==> config.mk <==
export PLATFORM = sky130hd
export DESIGN_NAME = odelay_bank_asic
export DESIGN_NICKNAME = d
export VERILOG_FILES = /design/src/rtl/odelay_pkg.sv /design/src/rtl/odelay_chan_asic.sv /design/src/rtl/odelay_bank_asic.sv
export SDC_FILE = /design/constraint.sdc
export NUM_CORES = 1
export LEC_CHECK = 0
export BUFFER_PORTS_ARGS = -buffer_cell sky130_fd_sc_hd__buf_2
export CAP_MARGIN = 20
export CORE_MARGIN = 1
export CORE_UTILIZATION = 35
export DETAILED_ROUTE_END_ITERATION = 6
export GPL_ROUTABILITY_DRIVEN = 0
export PLACE_DENSITY_LB_ADDON = 0.2
export SLEW_MARGIN = 20
export SYNTH_ARGS = -nofsm -noshare
export SYNTH_HDL_FRONTEND = slang
export SYNTH_SLANG_ARGS = --single-unit
==> constraint.sdc <==
create_clock -name CLK -period 1.88 [get_ports CLK]
set_input_delay 0.376 -clock CLK [delete_from_list [all_inputs] [get_ports CLK]]
set_output_delay 0.376 -clock CLK [all_outputs]
set_load 0.01 [all_outputs]
==> src/rtl/odelay_pkg.sv <==
// Shared types and string-parameter decoding for the odelay_bank_asic output delay bank.
package odelay_pkg;

    typedef enum logic [1:0] {
        DT_FIXED    = 2'd0,
        DT_VARIABLE = 2'd1,
        DT_VAR_LOAD = 2'd2
    } delay_type_e;

    typedef enum logic {
        UM_ASYNC = 1'b0,
        UM_SYNC  = 1'b1
    } update_mode_e;

    typedef enum logic {
        S_IDLE = 1'b0,
        S_WAIT = 1'b1
    } sync_state_e;

    // Unrecognised strings fall back to the most permissive delay type.
    function automatic delay_type_e str2delay_type(input string s);
        if (s == "FIXED") return DT_FIXED;
        if (s == "VARIABLE") return DT_VARIABLE;
        return DT_VAR_LOAD;
    endfunction

    function automatic update_mode_e str2update_mode(input string s);
        if (s == "SYNC") return UM_SYNC;
        return UM_ASYNC;
    endfunction

endpackage

==> src/rtl/odelay_chan_asic.sv <==
// One delay channel: tap counter, SYNC apply FSM, delay line and output register.
// Define ODELAY_SATURATE_EN to make INC/DEC saturate at MAX_TAP/0 instead of wrapping.
module odelay_chan_asic
    import odelay_pkg::*;
#(
    parameter int           TAP_W    = 5,
    parameter int           MAX_TAP  = 31,
    parameter int           INIT_TAP = 0,
    parameter delay_type_e  DT       = DT_VAR_LOAD,
    parameter update_mode_e UM       = UM_ASYNC
) (
    input  logic             clk,
    input  logic             rst,
    input  logic             en_vtc,
    input  logic             ce,
    input  logic             inc,
    input  logic             load,
    input  logic [TAP_W-1:0] cnt_in,
    input  logic             odata,
    output logic             dataout,
    output logic [TAP_W-1:0] cnt_out,
    output sync_state_e      state_o
);

`ifdef ODELAY_SATURATE_EN
    localparam bit SATURATE = 1'b1;
`else
    localparam bit SATURATE = 1'b0;
`endif

    localparam logic [TAP_W-1:0] MAX_T  = TAP_W'(MAX_TAP);
    localparam logic [TAP_W-1:0] INIT_T = TAP_W'(INIT_TAP);

    logic [MAX_TAP:0] shreg_q, shreg_d;
    logic [TAP_W-1:0] tap_q, tap_d;
    logic [TAP_W-1:0] target_q, target_d;
    sync_state_e      state_q, state_d;
    logic             dout_q, dout_d;

    logic             cmd_valid;
    logic [TAP_W-1:0] base, new_tap, tgt;

    function automatic logic pick(input logic [MAX_TAP:0] v, input logic [TAP_W-1:0] t);
        logic [MAX_TAP:0] s;
        s = v >> t;
        return s[0];
    endfunction

    always_comb begin
        cmd_valid = !en_vtc && (DT != DT_FIXED) && (load || ce);
        base      = (state_q == S_WAIT) ? target_q : tap_q;
        new_tap   = base;
        if (load) begin
            if (DT == DT_VAR_LOAD) new_tap = (cnt_in > MAX_T) ? MAX_T : cnt_in;
            else                   new_tap = INIT_T;
        end else if (inc) begin
            if (base == MAX_T) new_tap = SATURATE ? MAX_T : '0;
            else               new_tap = base + TAP_W'(1);
        end else begin
            if (base == '0) new_tap = SATURATE ? '0 : MAX_T;
            else            new_tap = base - TAP_W'(1);
        end
        tgt = cmd_valid ? new_tap : target_q;

        shreg_d  = {shreg_q[MAX_TAP-1:0], odata};
        dout_d   = pick(shreg_q, tap_q);
        tap_d    = tap_q;
        target_d = target_q;
        state_d  = state_q;

        if (UM == UM_ASYNC) begin
            if (cmd_valid) begin
                tap_d    = new_tap;
                target_d = new_tap;
            end
        end else begin
            case (state_q)
                S_IDLE: begin
                    if (cmd_valid) begin
                        target_d = new_tap;
                        if (new_tap != tap_q) state_d = S_WAIT;
                    end
                end
                S_WAIT: begin
                    // Switch only when old and new taps show the same bit, so DATAOUT never glitches.
                    target_d = tgt;
                    if (pick(shreg_q, tgt) == pick(shreg_q, tap_q)) begin
                        tap_d   = tgt;
                        state_d = S_IDLE;
                    end
                end
                default: state_d = S_IDLE;
            endcase
        end
    end

    always_ff @(posedge clk) begin
        if (rst) begin
            shreg_q  <= '0;
            tap_q    <= INIT_T;
            target_q <= INIT_T;
            state_q  <= S_IDLE;
            dout_q   <= 1'b0;
        end else begin
            shreg_q  <= shreg_d;
            tap_q    <= tap_d;
            target_q <= target_d;
            state_q  <= state_d;
            dout_q   <= dout_d;
        end
    end

    assign dataout = dout_q;
    assign cnt_out = tap_q;
    assign state_o = state_q;

endmodule

==> src/rtl/odelay_bank_asic.sv <==
// Multi-channel cycle-based output delay bank; replicates odelay_chan_asic and slices the buses.
// Saturating tap arithmetic is selected with ODELAY_SATURATE_EN (see odelay_chan_asic).
module odelay_bank_asic
    import odelay_pkg::*;
#(
    parameter int    NUM_CH      = 4,
    parameter int    TAP_W       = 5,
    parameter int    MAX_TAP     = 31,
    parameter string DELAY_TYPE  = "VAR_LOAD",
    parameter string UPDATE_MODE = "ASYNC",
    parameter int    INIT_TAP    = 0
) (
    input  logic                    CLK,
    input  logic                    RST,
    input  logic                    EN_VTC,
    input  logic [NUM_CH-1:0]       CE,
    input  logic [NUM_CH-1:0]       INC,
    input  logic [NUM_CH-1:0]       LOAD,
    input  logic [NUM_CH*TAP_W-1:0] CNTVALUEIN,
    input  logic [NUM_CH-1:0]       ODATAIN,
    output logic [NUM_CH-1:0]       DATAOUT,
    output logic [NUM_CH*TAP_W-1:0] CNTVALUEOUT,
    output logic [NUM_CH-1:0]       PEND
);

    localparam delay_type_e  DT = str2delay_type(DELAY_TYPE);
    localparam update_mode_e UM = str2update_mode(UPDATE_MODE);

    for (genvar c = 0; c < NUM_CH; c++) begin : g_ch
        sync_state_e st;

        odelay_chan_asic #(
            .TAP_W   (TAP_W),
            .MAX_TAP (MAX_TAP),
            .INIT_TAP(INIT_TAP),
            .DT      (DT),
            .UM      (UM)
        ) u_chan (
            .clk    (CLK),
            .rst    (RST),
            .en_vtc (EN_VTC),
            .ce     (CE[c]),
            .inc    (INC[c]),
            .load   (LOAD[c]),
            .cnt_in (CNTVALUEIN[c*TAP_W +: TAP_W]),
            .odata  (ODATAIN[c]),
            .dataout(DATAOUT[c]),
            .cnt_out(CNTVALUEOUT[c*TAP_W +: TAP_W]),
            .state_o(st)
        );

        assign PEND[c] = (st == S_WAIT);
    end

endmodule
==> flow_summary.toml <==
[outcome]
status = "finished, final reports clean"

[grt]
grt_max_degree = 45
grt_pass1_vias = 4367
antenna_found_initial = 0
grt_usage = 0.153
grt_pass1_wl_microns = 21700
gr-total-overflow = 0

[cells_and_area]
layout-drive-gt1-share = 0.263
area_delta_synth_final_pct = 22.0
antenna_cells = 0
final_cell_area_sq_mm = 0.00767
nNetsFinal = 708
n_fill_cell = 1658

[yosys]
syn_avg_cell_area_sq_um = 10.8
synth.top_cell.area_share = 0.484
yosys-top-cells-area = "dfxtp_1 (48%), nor2b_1 (13%), mux4_2 (10%)"
synth_top_cell_by_area = "dfxtp_1"
ys_seq_elements = 152
mappedNetlistArea_sq_mm = 0.00629
syn_inst = 581
synthArstFlopShare = 0
synth.most_common_cell = "dfxtp_1"
synth_edf_count = 0
synthTopCellsByCount = "dfxtp_1 (152), nor2b_1 (132), nor2_1 (29)"
ys.flop_type = "dfxtp_1"
synth.distinct_cells = 40
ys_warn_count = 0
seq_area_frac_synth = 0.484

[clock_network]
cts_root_buf = "clkbuf_16"
cts.clk_slew.worst_paths_ps = 60
insertion_delay_ps = 420
clock-sinks = 152
numCtsBuffers = 17
cts_max_path_buffers = 2
cts_tree = "done"
holdBufCountCts = 0
ctsHtreeMaxLevel = 4

[setup_path]
critPathSlowestCell = "or4b_4"
cpPeakStageDelay_ps = 480
crit_start = "g_ch[2].u_chan.cnt_out[1]"
path_max_fanout = 6
cp_num_buf_inv = 1
r2r_start = "g_ch[2].u_chan.cnt_out[1]"
crit_chain = "inv_1 -> ha_2 -> or4b_4 -> o21ai_0 -> a221oi_1 -> a211oi_1"
r2r_setup_slack_ps = 90
crit_family = "compound AO/OA/AOI/OAI gates"
cp.arrival_ps = 2110
cp.required_ps = 2200
crit_path_end_kind = "flop"
start_kind = "flop"
critPathKind = "reg -> reg"

[timing]
finalClockSkew_ps = 8.09
min_period_over_period = 0.953
hold_viol = 0
setup_violations = 0
report.final.slew_viol_count = 0
period_needed_ps = 1790
fmax_ghz = 0.558
holdWs_ps = 168

[drt]
vias_per_cell = 4.83
vias = 4315
wl_per_cell_microns = 14.8
drt_wl_total_microns = 13300
drtAntennaViolNets = 0
drt_iter0_markers = 183
drc_errors = 0
first_pass_iters = 4

[floorplanning]
coreArea_sq_mm = 0.0174
rows = 48
start_util = 0.361
ios = 67
die_y_microns = 136
die_area_sq_mm = 0.0185
die_width_microns = 136

[pwr]
leakagePower_nw = 3.15
p_total_w = 0.00777
netSwitchingFraction = 0.224
vdd_drop_max_uv = 657
p_clk_frac = 0.472
combPwrFrac = 0.098
sequentialPowerShare = 0.430
power_density_mw_per_mm2 = 1010
intPower_w = 0.00603
switchingPower_w = 0.00174

[placed_design]
placed_area_sq_mm = 0.00697
hpwl_microns = 9340
io_buffers = 62

[hold_path]
hold_class = "in -> reg"
min_from = "ODATAIN[3]"

[job]
maxCapViolations = 0
worst register-to-register path, cell delays in order (launching register included):
cell and delay, ps:
dfxtp_1 350, inv_1 110, ha_2 210, or4b_4 480
o21ai_0 160, a221oi_1 90, a211oi_1 280
metal layers:
metal  vias to the layer above  share of wire  track usage
met3                         7          0.039       0.0444
li1                       2156              -            -
met5                         -              0            0
met2                        78           0.46        0.239
met1                      2074           0.49        0.199
met4                         0         0.0083       0.0549
logic make-up after synthesis:
kind of cell	Yosys count	share of synthesized area
compound gates	77	0.0866
xor+xnor	10	0.0139
fa+ha+maj	13	0.0259
buf+inv	69	0.0487
flops	152	0.484
mux	51	0.152
other cells	1	0.000596
simple gates	208	0.188
registers in the layout (all words and copies together) (netlist names):
register	flops
g_ch.u_chan.cnt_out	15
g_ch.u_chan.dataout	4
g_ch.u_chan.shreg_q	128
g_ch.u_chan.target_q	5
area by class of cell:
cell class / count / area (sq um) / area share
clock inverters: 7 / 139 / 0.0181
well taps: 225 / 282 / 0.0367
repair buffers: 98 / 612 / 0.0797
clock buffers: 24 / 502 / 0.0654
multi-input cells: 363 / 3000 / 0.391
inverters: 24 / 90.1 / 0.0117
flip-flops and latches: 152 / 3050 / 0.397
timing repair:
action                     4_1_cts  5_1_grt
pin swaps                        1        3
gates resized for setup          3       18
setup endpoints to repair        3       12
hold endpoints to repair         0        0
setup buffers                    0        1
metrics by stage:
stage	std cells	setup WS [ps]	TNS, ps	utilization
global route	893	-59.7	-66.6	0.441
detailed placement	861	-169	-264	0.400
finish	893	87.9	0	0.441
CTS	892	4.66	0	0.437
floorplan	584	27.8	0	-
global placement	861	-29.4	-29.4	0.400
layout by cell type, fill, tap and decap left out, types with 5 or more instances in the layout:
cell type,instances
nor2_1,29
mux4_2,28
mux2i_1,17
mux4_1,6
nand2_1,19
inv_1,24
nor2b_1,130
a221oi_1,8
nand3_1,5
clkbuf_8,5
o31ai_1,9
buf_2,61
ha_1,9
clkbuf_16,17
a21oi_1,18
buf_4,34
xnor2_1,6
o21ai_0,7
dfxtp_1,149
a211oi_1,15
power groups by stage:
stage          clock network, W  registers, W  logic (W)
2_1_floorplan                 0       0.00341   0.000492
3_3_place_gp                  0       0.00341   0.000736
3_5_place_dp                  0       0.00341   0.000743
4_1_cts                 0.00376       0.00334   0.000748
5_1_grt                 0.00389       0.00335   0.000847
6_report                0.00367       0.00334   0.000763
path summary, 6_finish.rpt:
| kind | to | cells after the start |
|---|---|---|
| hold reg to reg | g_ch[0].u_chan.shreg_q[23] | 1 |
| setup / recovery | g_ch[2].u_chan.cnt_out[0] | 6 |
| hold / removal | g_ch[3].u_chan.shreg_q[0] | 2 |
| setup reg to reg | g_ch[2].u_chan.cnt_out[0] | 6 |
No activity file was read; power rests on OpenSTA's default activity.
